[config.mk]
export PLATFORM = sky130hd
export DESIGN_NAME = black_box_fifo
export DESIGN_NICKNAME = d
export VERILOG_FILES = /design/src/rtl/black_box_fifo.sv
export SDC_FILE = /design/constraint.sdc
export NUM_CORES = 1
export LEC_CHECK = 0
export ABC_AREA = 1
export BUFFER_PORTS_ARGS = -buffer_cell sky130_fd_sc_hd__buf_2
export CAP_MARGIN = 20
export CORE_MARGIN = 1
export CORE_UTILIZATION = 23
export DETAILED_ROUTE_END_ITERATION = 8
export GPL_TIMING_DRIVEN = 0
export PLACE_DENSITY_LB_ADDON = 0.08
export REMOVE_ABC_BUFFERS = 1
export SLEW_MARGIN = 20
export SYNTH_ARGS = -nofsm -noshare
export SYNTH_HDL_FRONTEND = slang
export SYNTH_SLANG_ARGS = --single-unit
[constraint.sdc]
create_clock -name clock -period 5.3 [get_ports clock]
set_clock_uncertainty 0.05 [all_clocks]
set_input_delay 0 -clock clock [delete_from_list [all_inputs] [get_ports clock]]
set_output_delay 0 -clock clock [all_outputs]
set_load 0.05 [all_outputs]
[src/rtl/black_box_fifo.sv]
// black_box_fifo: registered-output valid/ready FIFO with occupancy count and zero-masked head data
module black_box_fifo #(
  parameter int WIDTH = 32,
  parameter int DEPTH = 4
) (
  input  logic                       clock,
  input  logic                       reset,
  input  logic                       enq_valid,
  output logic                       enq_ready,
  input  logic [WIDTH-1:0]           enq_bits,
  output logic                       deq_valid,
  input  logic                       deq_ready,
  output logic [WIDTH-1:0]           deq_bits,
  output logic [$clog2(DEPTH):0]     count
);
  localparam int AW = $clog2(DEPTH);
  localparam logic [AW:0] FULL = (AW+1)'(DEPTH);
  logic [WIDTH-1:0] mem [DEPTH];
  logic [AW-1:0] wptr, rptr;
  logic enq, deq;
  always_comb begin
    enq_ready = count != FULL;
    deq_valid = count != '0;
    enq = enq_valid && enq_ready;
    deq = deq_ready && deq_valid;
    deq_bits = deq_valid ? mem[rptr] : '0;
  end
  always_ff @(posedge clock or negedge reset)
    if (!reset) begin
      wptr <= '0;
      rptr <= '0;
      count <= '0;
    end else begin
      if (enq) wptr <= wptr + 1'b1;
      if (deq) rptr <= rptr + 1'b1;
      if (enq != deq) count <= enq ? count + 1'b1 : count - 1'b1;
    end
  // storage is left unreset; the zero mask on deq_bits hides stale entries
  always_ff @(posedge clock)
    if (enq) mem[wptr] <= enq_bits;
endmodule

==> results of run 1 <==
[state kept, by name, indices dropped and copies added, names as in the netlist]
| signal | count |
|---|---|
| wptr | 2 |
| count | 3 |
| rptr | 2 |
| mem | 128 |
[cell usage in the layout, fill, tap and decap left out]
cell / count
a21oi_1: 33
inv_1: 11
inv_2: 3
nand2_4: 1
dfrtp_4: 1
buf_16: 6
dfrtp_1: 5
o21bai_1: 1
nand2_2: 2
buf_12: 3
diode_2: 1
clkinvlp_4: 5
bufinv_16: 4
clkbuf_16: 17
fa_1: 1
o21ai_0: 31
ha_1: 4
o21ai_1: 33
clkinv_1: 2
nand3_1: 3
nor2_4: 4
buf_2: 72
dlygate4sd3_1: 36
clkinv_2: 4
nor2_1: 133
nand2_1: 15
xor2_1: 2
dfrtp_2: 1
edfxtp_1: 128
inv_4: 1
[critical path: cells and delay by family, from the launching register on]
| kind | cells | cell delay, ps |
|---|---|---|
| buf+inv | 3 | 1090 |
| compound gates | 2 | 450 |
| flops | 1 | 610 |
[per-layer routing]
metal,track usage,vias to the layer above
met2,0.187,73
met3,0.0345,12
met1,0.161,1699
met5,0,-
met4,0.0420,0
li1,-,1751
[logic make-up (layout without fill, tap and decap cells)]
logic type,count (synthesis),count (layout),share of synthesized area
other cells,0,1,0
buf+inv,39,164,0.0388
xor+xnor,2,2,0.00323
simple gates,158,158,0.112
fa+ha+maj,5,5,0.0129
flops,135,135,0.742
compound gates,98,98,0.0910
[layout make-up]
type / instances / area (um^2) / share of cell area
Antenna cell: 1 / 2.50 / 0.000345
Inverter: 15 / 58.8 / 0.00811
Sequential cell: 135 / 4020 / 0.555
Multi-Input combinational cell: 263 / 1220 / 0.168
Timing Repair Buffer: 117 / 946 / 0.130
Tap cell: 313 / 392 / 0.0540
Clock buffer: 17 / 425 / 0.0587
Clock inverter: 15 / 185 / 0.0255
[how the worst min path moves through the flow]
| stage | from | to | slack (ps) | depth (start not counted) |
|---|---|---|---|---|
| after floorplan | reset | count[0] | -350 | 0 |
| final | enq_bits[20] | mem[3][20] | 290 | 2 |
| after global routing | enq_bits[12] | mem[1][12] | 290 | 2 |
| after CTS | enq_bits[31] | mem[3][31] | 270 | 2 |
| after global placement | reset | count[0] | -200 | 1 |
| after detailed placement | reset | count[2] | -190 | 1 |
[per-stage QoR]
step                      hold slack (ps)  setup slack (ps)  utilization  instance area (um^2)  std cells
after floorplan                      -346              2020            -                  5270        413
final                                 291              2630        0.317                  7250        876
after CTS                             271              2530        0.317                  7250        875
after detailed placement             -191              3000        0.275                  6280        807
after global routing                  285              2440        0.317                  7250        876
after global placement               -198               926        0.263                  6020        798
==> metrics.txt, run 1 <==
Post-synth top flop edfxtp_1; number of flops mapped to enable cells by yosys between 100 and 150; CTS Sinks about 140; Seq cells post-synth roughly 140; Setup TNS Final 0 ps; CTS tree yes; share of cells above drive strength 1 0.221; count leader, synth nor2_1; CP required roughly 5300 ps; WP data arrival 2620 ps; class of the worst hold path input pin to flip-flop; First-pass DRT Iterations 4; clk root buf clkbuf_16; Worst Reg-to-Reg Cells 5; Met3 Routed Length ~560 um; CTS Hold Bufs 36; worst setup path end deq_bits[10]; Avg Cell Area, Syn roughly 12 um^2; Final period util 0.503; DR iter-0 viols around 170; clk_lat worst skew slightly above 400 ps; clock buffer count from CTS 17; outcome completed; Synth top cells by count 137 x nor2_1, 128 x edfxtp_1, 33 x a21oi_1, 33 x o21ai_1, 31 x o21ai_0; Post-CTS Resized 0; overflow left after global routing 0; Clock Tree Buf Depth 2; Worst Path Max Fanout 65; drc violations 0; crit-path cells buf_12 > inv_4 > o21ai_0 > a21oi_1 > buf_2; Post-Synthesis Cell Area 5420 um^2; Seq/Total Area, Yosys 0.742; worst r2r src count[0]; Die Span Y 155 um; count of pins over their slew limit 0; CP Class flip-flop to primary output; wire length of the first global-routing pass between 20000 and 25000 um; layout net count 590; largest area contributor in the netlist edfxtp_1; starting density of the core 0.237; number of global-route vias before repair approximately 3600; top post-synthesis cells by area edfxtp_1 71%, nor2_1 9.5%, dfrtp_1 3.2%, a21oi_1 3.0%, o21ai_1 3.0%; die area roughly 24000 um^2; CTS H-tree depth 4; met1 WL 6760 um; Setup crit end kind primary output; Top Layer Used met4; Vias/cell about 4; Fmax ~370 MHz; top-area cell type share of the netlist area 0.709; max_cap viols 0; Yosys cell types 21; Synth-to-Final Area Change 33.8%; Final setup viols 0; met2 WL slightly above 6000 um; Cells after Synth around 440; Avg WL per Cell 15.5 um; post-CTS setup buffer count 0; core area roughly 23000 um^2; Worst setup SP type flip-flop; post-route ant nets 0; slowest cell on the critical path dfrtp_4; width of the die between 150 and 200 um; Reg clk slew, reported paths 60 ps; final count of hold timing violations 0; initial antenna violation count 1; asr flop ratio synth 0.0519; vias 3535; IO Pins 73; largest net degree at the start of global routing 66; max incr delay on CP ~610 ps; gpl congestion between 0.7 and 0.8; Yosys Warn Count 0; hpwl dp slightly below 8000 um; PortBufs 72; Critical Path Source rptr[0]; worst r2r dst mem[0][19]; crit path time final 2670 ps; Total GRT Usage 0.121; row cnt 55; reg2reg setup slack approximately 3300 ps; Worst Max-Slew Pin Slew just over 700 ps; Layout fillers 2338; unrepaired setup endpoints after global routing false; final wirelength approximately 14000 um; max_slew headroom 0.526
Power of run 1 is left out: the tool's default activity adds up to more than one toggle a clock period on the data nets, which glitch-free logic cannot reach.
==> run 2, diff against run 1 <==
clock period = 2.3 ns   (was 5.3 ns; I/O delays follow)
==> metrics.txt, run 2 (synthesis results as in run 1) <==
Total GRT Usage 0.121 (unchanged); wire length of the first global-routing pass 20900 um (unchanged); max FFs per register 128 (unchanged); fin util 0.321 (+0.00307); Die Span Y 155 um (unchanged); number of global-route vias before repair 3652 (+0.11%); reg2reg setup slack 290 ps (-3010 ps); row cnt 55 (unchanged); Setup crit end kind primary output; Design Area, Final 7320 um^2 (+0.97%); outcome completed; post-route ant nets 0 (unchanged); PortBufs 72 (unchanged); CP Class flip-flop to primary output; unrepaired setup endpoints after global routing false; drc violations 0 (unchanged); layout net count 592 (+0.34%); worst r2r src count[0]; worst r2r dst mem[0][19]; initial antenna violation count 1 (unchanged); largest net degree at the start of global routing 66 (unchanged); core area 22800 um^2 (unchanged); Clock Tree Buf Depth 2 (unchanged); largest registers mem (128), count (3); Layout fillers 2331 (-0.30%); hpwl dp 7900 um (unchanged); crit path time final around 2100 ps; max_cap viols 0 (unchanged); area of the multi-input gates 1220 um^2 (unchanged); Biggest register mem; First-pass DRT Iterations 4 (unchanged); Final period util 0.925; register area 4020 um^2 (unchanged); overflow left after global routing 0 (unchanged); max_slew headroom 0.525 (-0.00165); share of cells above drive strength 1 0.223 (+0.00276); gpl congestion 0.700 (unchanged); starting density of the core 0.237 (unchanged); Fmax about 470 MHz; commonest non-fill, non-tap cell in the layout nor2_1; Worst Max-Slew Pin Slew 711 ps (+2.47 ps); clk_lat worst skew 410 ps (about the same); CTS H-tree depth 4 (unchanged); class of the worst hold path input pin to flip-flop; CTS Sinks 135 (unchanged); final count of hold timing violations 0 (unchanged); count of pins over their slew limit 0 (unchanged); Min-Delay Startpoint enq_bits[20]; vias 3549 (+0.40%); DR iter-0 viols 152 (-9.0%); CTS tree yes; Vias/cell 4.04 (+0.17%); worst hold endpoint mem[3][20]; Final setup viols 0 (unchanged); clock buffer count from CTS 17 (unchanged); Worst Path Max Fanout 19 (-71%); hold path depth 2 (unchanged); IO Pins 73 (unchanged); die area 24200 um^2 (unchanged); Avg WL per Cell 15.6 um (+0.81%); most frequent cells in the layout 133 x nor2_1, 128 x edfxtp_1, 62 x buf_2; Worst Reg-to-Reg Cells 5 (unchanged); CP required 2250 ps (-3000 ps); clk root buf clkbuf_16; Reg clk slew, reported paths 60 ps (about the same); Synth-to-Final Area Change 35.1%; width of the die 155 um (unchanged); Layout Cells excl Fill 878 (+0.23%); Worst setup SP type flip-flop; placed instance count 807 (unchanged); final wirelength 13700 um (+1.0%); WP data arrival 2080 ps (-540 ps); Area after DPL 6280 um^2 (unchanged)
[run 2: per-layer routing]
| layer | GRT usage | wire length [um] |
|---|---|---|
| met3 | 0.0345 | 534 |
| met4 | 0.0420 | 141 |
| met2 | 0.188 | 6260 |
| met1 | 0.160 | 6760 |
| met5 | 0 | 0 |
[run 2: repair_timing]
item / in CTS / in global routing
gates cloned: 0 / 0
hold buffers: 36 / 0
setup buffers: 1 / 1
resized for setup: 10 / 7
endpoints found under the hold margin: 141 / 0
setup endpoints to repair: 32 / 24
[run 2: final cells by class]
class                           count  share of cell area
Multi-Input combinational cell    263               0.167
Clock inverter                     15              0.0253
Inverter                           15              0.0116
Tap cell                          313              0.0535
Antenna cell                        1            0.000342
Timing Repair Buffer              119               0.135
Sequential cell                   135               0.549
Clock buffer                       17              0.0581
[run 2: stage by stage]
| stage | hold WS [ps] | setup slack, ps | TNS [ps] |
|---|---|---|---|
| floorplan | -346 | -981 | -138140 |
| global placement | -198 | -2070 | -300220 |
| detailed placement | -191 | -1.78 | -1.78 |
| CTS | 271 | 4.21 | 0 |
| global route | 285 | 4.21 | 0 |
| finish | 292 | 172 | 0 |
[run 2: critical path: stages (launching register included)]
cell and delay [ps]:
dfrtp_1 420, nor2_1 210, nand2_1 140, inv_2 350, buf_16 220, a21oi_1 80, clkbuf_4 220
[run 2: worst max-delay path by stage]
| stage | startpoint | slack (ps) | cells past startpoint | to |
|---|---|---|---|---|
| after global placement | rptr[0] | -2070 | 4 | deq_bits[27] |
| after global routing | count[1] | 4 | 6 | deq_bits[8] |
| after floorplan | count[0] | -980 | 4 | mem[0][0] |
| after CTS | rptr[0] | 4 | 5 | deq_bits[2] |
| after detailed placement | rptr[0] | -2 | 5 | deq_bits[27] |
| final | count[1] | 170 | 6 | deq_bits[8] |
Power of run 2 is left out for the same reason.
